## config.mk

```make
export PLATFORM = sky130hd
export DESIGN_NAME = pipeline_ctrl
export DESIGN_NICKNAME = d
export VERILOG_FILES = /design/src/rtl/pipeline_ctrl.sv
export SDC_FILE = /design/constraint.sdc
export NUM_CORES = 1
export LEC_CHECK = 0
export BUFFER_PORTS_ARGS = -buffer_cell sky130_fd_sc_hd__buf_2
export CAP_MARGIN = 20
export CORE_ASPECT_RATIO = 2
export CORE_MARGIN = 4
export CORE_UTILIZATION = 25
export CTS_CLUSTER_DIAMETER = 30
export DETAILED_ROUTE_END_ITERATION = 10
export GPL_TIMING_DRIVEN = 0
export PLACE_DENSITY = 0.54
export SYNTH_ARGS = -nofsm -noshare
export SYNTH_HDL_FRONTEND = slang
export SYNTH_SLANG_ARGS = --single-unit
export TNS_END_PERCENT = 50
```

## constraint.sdc

```tcl
create_clock -name clk -period 2.6 [get_ports clk]
set_input_delay 0.52 -clock clk [delete_from_list [all_inputs] [get_ports clk]]
set_output_delay 0.52 -clock clk [all_outputs]
set_load 0.005 [all_outputs]
```

## src/rtl/pipeline_ctrl.sv

```systemverilog
// pipeline_ctrl
//   Central stall/flush controller for the 5-stage pipeline.
//   - Merges stage stall requests into a 6-bit hold vector
//     (bit0 PC, 1 IF, 2 ID, 3 EX, 4 MEM, 5 WB).
//   - Sequences exception/ERET redirects as a one-cycle freeze followed by a
//     one-cycle flush that carries the redirect PC.
//   - Raises a sticky timeout flag after TIMEOUT_CYCLES consecutive stalled cycles.
//
// Ports
//   clk, rst           clock, synchronous active-high reset
//   stallreq_if/id/ex/mem  per-stage stall requests
//   exc_valid          exception/ERET committed at MEM this cycle
//   exc_is_eret        qualifies exc_valid: 1 = ERET, 0 = exception
//   cp0_epc            ERET target
//   stall              per-stage hold vector (combinational)
//   flush              clear pipeline registers, load PC from new_pc (registered)
//   new_pc             redirect target, meaningful only while flush=1 (registered)
//   timeout            sticky livelock flag (registered)
//   dbg_state_o        current FSM state (0 = RUN, 1 = FLUSH) for observation
//
// Signalling: there are no valid/ready handshakes here. exc_valid is a
// single-cycle level qualifier sampled only in RUN; flush is a one-cycle pulse
// and consumers must qualify new_pc with flush.

module pipeline_ctrl #(
    parameter logic [31:0] EXC_VECTOR     = 32'h0000_0040,
    parameter int          TIMEOUT_CYCLES = 1024
) (
    input  logic        clk,
    input  logic        rst,
    input  logic        stallreq_if,
    input  logic        stallreq_id,
    input  logic        stallreq_ex,
    input  logic        stallreq_mem,
    input  logic        exc_valid,
    input  logic        exc_is_eret,
    input  logic [31:0] cp0_epc,
    output logic [5:0]  stall,
    output logic        flush,
    output logic [31:0] new_pc,
    output logic        timeout,
    output logic [0:0]  dbg_state_o
);

    localparam int CNT_W = $clog2(TIMEOUT_CYCLES + 1);
    localparam logic [CNT_W-1:0] CNT_MAX = CNT_W'(TIMEOUT_CYCLES);

    localparam logic [0:0] ST_RUN   = 1'b0;
    localparam logic [0:0] ST_FLUSH = 1'b1;

    logic [0:0]       state_q, state_d;
    logic [31:0]      new_pc_q, new_pc_d;
    logic             timeout_q, timeout_d;
    logic [CNT_W-1:0] cnt_q, cnt_d;
    logic [5:0]       stall_c;

    // Stall vector: a stalled stage holds itself and every earlier stage; the
    // next stage stays free so it picks up a bubble.
    always_comb begin
        stall_c = 6'b000000;
        if (rst) begin
            stall_c = 6'b000000;
        end else if (state_q == ST_FLUSH) begin
            stall_c = 6'b000000;
        end else if (exc_valid) begin
            // Freeze everything so nothing commits in the excepting cycle.
            stall_c = 6'b111111;
        end else if (stallreq_mem) begin
            stall_c = 6'b011111;
        end else if (stallreq_ex) begin
            stall_c = 6'b001111;
        end else if (stallreq_id) begin
            stall_c = 6'b000111;
        end else if (stallreq_if) begin
            stall_c = 6'b000011;
        end
    end

    // Next-state logic. The FLUSH state lasts exactly one cycle and ignores
    // all inputs, so a new exception can only be accepted from the cycle after.
    always_comb begin
        state_d   = ST_RUN;
        new_pc_d  = new_pc_q;
        timeout_d = timeout_q;
        cnt_d     = '0;

        if (state_q == ST_RUN && exc_valid) begin
            state_d  = ST_FLUSH;
            new_pc_d = exc_is_eret ? cp0_epc : EXC_VECTOR;
        end

        // Count only genuine stalls in RUN; the freeze cycle, FLUSH and any
        // unstalled cycle restart the count. Saturates, never wraps.
        if (state_q == ST_RUN && !exc_valid && stall_c != 6'b000000) begin
            cnt_d = (cnt_q == CNT_MAX) ? cnt_q : cnt_q + 1'b1;
        end

        // The flag rises on the edge where the count reaches the limit.
        if (cnt_d == CNT_MAX) begin
            timeout_d = 1'b1;
        end
    end

    always_ff @(posedge clk) begin
        if (rst) begin
            state_q   <= ST_RUN;
            new_pc_q  <= 32'h0;
            timeout_q <= 1'b0;
            cnt_q     <= '0;
        end else begin
            state_q   <= state_d;
            new_pc_q  <= new_pc_d;
            timeout_q <= timeout_d;
            cnt_q     <= cnt_d;
        end
    end

    assign stall       = stall_c;
    assign flush       = (state_q == ST_FLUSH);
    assign new_pc      = new_pc_q;
    assign timeout     = timeout_q;
    assign dbg_state_o = state_q;

endmodule

```

==> impl_summary.log <==
INFO  metric status = finished, final reports clean
INFO  metric cts.root.buffer_cell = sky130_fd_sc_hd__clkbuf_16
INFO  metric post-synth-top-area-cell = sky130_fd_sc_hd__dfxtp_1
INFO  metric nets = 365
INFO  metric synth.yosys.warnings = 0
INFO  metric cts_made_buffers = 5
INFO  metric detailroute.via_count = 1,983
INFO  metric routed_via_density = around 4.7
INFO  metric synth_enable_flop_cells = 0
INFO  metric p_clk_frac = 0.423
INFO  metric finalInstanceArea = roughly 0.0026 mm^2
INFO  metric switching_power = ~0.00038 W
INFO  metric power_leakage = about 1.1 nW
INFO  metric place_congestion = approximately 0.75
INFO  metric io-pin-count = 81
INFO  metric cp_top_family = flip-flops
INFO  metric place.port_buffers = 79
INFO  metric power.internal = ~0.0012 W
INFO  metric synth_top_family_by_area = simple AND/OR/NAND/NOR gates
INFO  metric antenna_cells_inserted = 0
INFO  metric clk_transition_reported_paths = roughly 0.060 ns
INFO  metric floorplan.die.width = approximately 70 um
INFO  metric start_kind = flop
INFO  metric hold_viol = 0
INFO  metric layout-area-overhead-vs-synth = 33.7%
INFO  metric timing_worst_slew_pin_value = around 0.52 ns
INFO  metric final_period_minus_worst_setup_slack = 2.05 ns
INFO  metric synth_fa_ha_area_frac = 0.0127
INFO  metric overflow = 0
INFO  metric yosysUniqueCellTypes = around 40
INFO  metric first_global_vias = approximately 1,900
INFO  metric core.rowCount = 45
INFO  metric cts_buffer_depth = 2
INFO  metric max_freq = slightly below 500 MHz
INFO  metric final.setup.tns = 0 ns
INFO  metric synthSimpleGateAreaFrac = 0.290
INFO  metric post_synth_xor_area_fraction = 0.0444
INFO  metric rsz0062_at_grt = no
INFO  metric syn-mean-instance-area = about 8.3 um^2
INFO  metric drt-wirelength-per-cell = between 10 and 15 um
INFO  metric worst_setup_path_type = flop to output port
INFO  metric synthMuxAreaShare = 0.00507
INFO  metric cts.sinks = 45
INFO  metric grt_antenna_before_repair = 0
INFO  metric combPwrFrac = 0.108
INFO  metric hpwl = around 4400 um
INFO  metric drcViolationCount = 0
INFO  metric die_area = roughly 0.0095 mm^2
INFO  metric clk-insertion-delay-late = around 0.28 ns
INFO  metric timing.final.setup_violations = 0
INFO  metric yosysSeqAreaShare = 0.456
INFO  metric die_h = roughly 130 um
INFO  metric synthCells = between 200 and 250
INFO  metric synth_compound_area_frac = 0.125
INFO  metric finalMaxSlewViolations = 0
INFO  metric max-cap-violations = 0
INFO  metric post_route_cells_drive_above_1_share = 0.302
INFO  metric min-delay-path-class = flop to flop
INFO  metric first_iter_violations = 80
INFO  metric p_per_area = approximately 580 mW/mm^2
INFO  metric totalPowerFinal = around 0.0015 W
INFO  metric final_critical_path_share_of_the_clock_period = 0.790
INFO  metric grt_use_total = 0.122
INFO  metric final_routed_wirelength = just under 6000 um
INFO  metric crit_path_end_kind = output port
INFO  metric placed_cell_area = about 0.0025 mm^2
INFO  metric grt_start_max_net_pins = 15
INFO  metric total_of_flip_flops_plus_latches_after_synthesis = 45
INFO  metric seq_power_share = 0.469
INFO  metric worstPathArrival = approximately 1.5 ns
INFO  metric layout.filler_cells = approximately 850
INFO  metric ys.flop_type = sky130_fd_sc_hd__dfxtp_1
INFO  metric cts-htree-levels = 2
INFO  metric firstDrtPassIters = 4
INFO  metric sw_frac_of_total = 0.244
INFO  metric starting_utilization_of_the_core_area = 0.258
INFO  metric post_cts_setup_repair_buffer_count = 0
INFO  metric postSynth.asyncResetShare = 0
INFO  metric core-area = roughly 0.0077 mm^2
INFO  metric netlist_area = 0.00197 mm^2
INFO  metric critPathRequiredTime = ~2.1 ns
INFO  metric tritoncts = built
INFO  metric ctsResizeCount = 0
INFO  metric synth_largest_type_area_fraction = 0.456
INFO  metric wire_length_of_the_first_global_routing_pass = 9010 um
INFO  metric slew_headroom = 0.650
INFO  metric clock-skew-final = roughly 0.0033 ns
INFO  metric holdBufCountCts = 0
INFO  metric critical-path-slowest-cell = sky130_fd_sc_hd__dfxtp_1
INFO  metric syn_nets = approximately 280
INFO  metric antenna_left = 0
INFO  metric timing.critical_path.slowest_cell_delay = ~0.4 ns
INFO  metric critical_path_buf_inv_count = 2
INFO  metric max-vdd-ir-drop = 0.000219 V
INFO  metric post_synth_main_area_contributors = sky130_fd_sc_hd__dfxtp_1, sky130_fd_sc_hd__a21oi_1, sky130_fd_sc_hd__nand3_1
INFO  metric critical_path.cell_chain = nor2_1 -> a21boi_0 -> buf_4 -> buf_2
INFO  metric path_max_fanout = 7
[logic make-up (layout without fill, tap and decap cells)]
group,count (synthesis),count (layout)
compound gates,43,43
xor+xnor,10,10
fa+ha+maj,2,2
buf+inv,25,112
flops,45,45
mux,1,1
simple gates,111,111
[state kept, by name, indices dropped and copies added (netlist names)]
register / flops
timeout: 1
dbg_state_o: 1
new_pc: 32
cnt_q: 11
[synth_stat cells, types with 2 or more instances]
master	count
sky130_fd_sc_hd__nor4_1	2
sky130_fd_sc_hd__buf_4	2
sky130_fd_sc_hd__nand2_1	33
sky130_fd_sc_hd__buf_6	4
sky130_fd_sc_hd__inv_1	5
sky130_fd_sc_hd__and2_1	3
sky130_fd_sc_hd__clkbuf_1	11
sky130_fd_sc_hd__a21oi_1	34
sky130_fd_sc_hd__xor2_1	3
sky130_fd_sc_hd__nand2b_1	5
sky130_fd_sc_hd__ha_1	2
sky130_fd_sc_hd__buf_1	3
sky130_fd_sc_hd__nand3_1	33
sky130_fd_sc_hd__xnor2_1	7
sky130_fd_sc_hd__nand4_1	2
sky130_fd_sc_hd__dfxtp_1	45
sky130_fd_sc_hd__nor3_1	3
sky130_fd_sc_hd__nor2_1	17
[area by class of cell]
type / count / area, um^2 / area share
Inverter: 5 / 18.8 / 0.00711
Timing Repair Buffer: 79 / 395 / 0.150
Tap cell: 94 / 118 / 0.0445
Clock inverter: 2 / 13.8 / 0.00521
Sequential cell: 45 / 901 / 0.341
Buffer: 20 / 113 / 0.0427
Clock buffer: 6 / 139 / 0.0526
Multi-Input combinational cell: 167 / 942 / 0.357
[placed cells by master, fill, tap and decap left out, types with 4 or more instances in the layout]
| cell | instances |
|---|---|
| sky130_fd_sc_hd__inv_1 | 5 |
| sky130_fd_sc_hd__nand2_1 | 33 |
| sky130_fd_sc_hd__buf_2 | 79 |
| sky130_fd_sc_hd__clkbuf_1 | 11 |
| sky130_fd_sc_hd__nor2_1 | 17 |
| sky130_fd_sc_hd__dfxtp_1 | 45 |
| sky130_fd_sc_hd__nand2b_1 | 5 |
| sky130_fd_sc_hd__xnor2_1 | 7 |
| sky130_fd_sc_hd__clkbuf_16 | 5 |
| sky130_fd_sc_hd__a21oi_1 | 34 |
| sky130_fd_sc_hd__nand3_1 | 33 |
| sky130_fd_sc_hd__buf_6 | 4 |
[worst register-to-register path: stages (launching register included)]
cell	delay (ns)
sky130_fd_sc_hd__dfxtp_1	0.39
sky130_fd_sc_hd__ha_1	0.30
sky130_fd_sc_hd__nand3_2	0.16
sky130_fd_sc_hd__nor4_4	0.17
sky130_fd_sc_hd__xnor2_1	0.14
sky130_fd_sc_hd__nor4b_2	0.28
sky130_fd_sc_hd__a31o_1	0.17
[metrics by stage]
stage / setup slack, ns / std cells / hold WS (ns) / utilization
2_1_floorplan: 0.825 / 237 / 0.445 / -
3_3_place_gp: 0.628 / 410 / 0.435 / 0.325
3_5_place_dp: 0.582 / 410 / 0.440 / 0.325
4_1_cts: 0.513 / 418 / 0.450 / 0.345
5_1_grt: 0.404 / 418 / 0.460 / 0.345
6_report: 0.546 / 418 / 0.448 / 0.345
[routing by layer]
| layer | vias up | track usage | share of wire |
|---|---|---|---|
| met3 | 9 | 0.0272 | 0.060 |
| met1 | 937 | 0.125 | 0.38 |
| met5 | - | 0 | 0 |
| li1 | 983 | - | - |
| met4 | 0 | 0.0575 | 0.023 |
| met2 | 54 | 0.225 | 0.53 |
[power groups by stage]
stage               Sequential [W]  Clock (W)  Combinational (W)
global placement          0.000740          0           0.000169
finish                    0.000724   0.000653           0.000167
detailed placement        0.000740          0           0.000171
global route              0.000727   0.000706           0.000186
floorplan                 0.000741          0          0.0000806
CTS                       0.000724   0.000680           0.000172
[path summary, 6_finish.rpt]
check | start | to | slack [ns] | depth (start not counted)
worst max-delay path | dbg_state_o | stall[1] | 0.55 | 4
worst min register to register | new_pc[11] | new_pc[11] | 0.45 | 2
worst max register to register | cnt_q[1] | timeout | 0.93 | 6
worst min-delay path | new_pc[11] | new_pc[11] | 0.45 | 2
(Power assumes the default switching activity.)
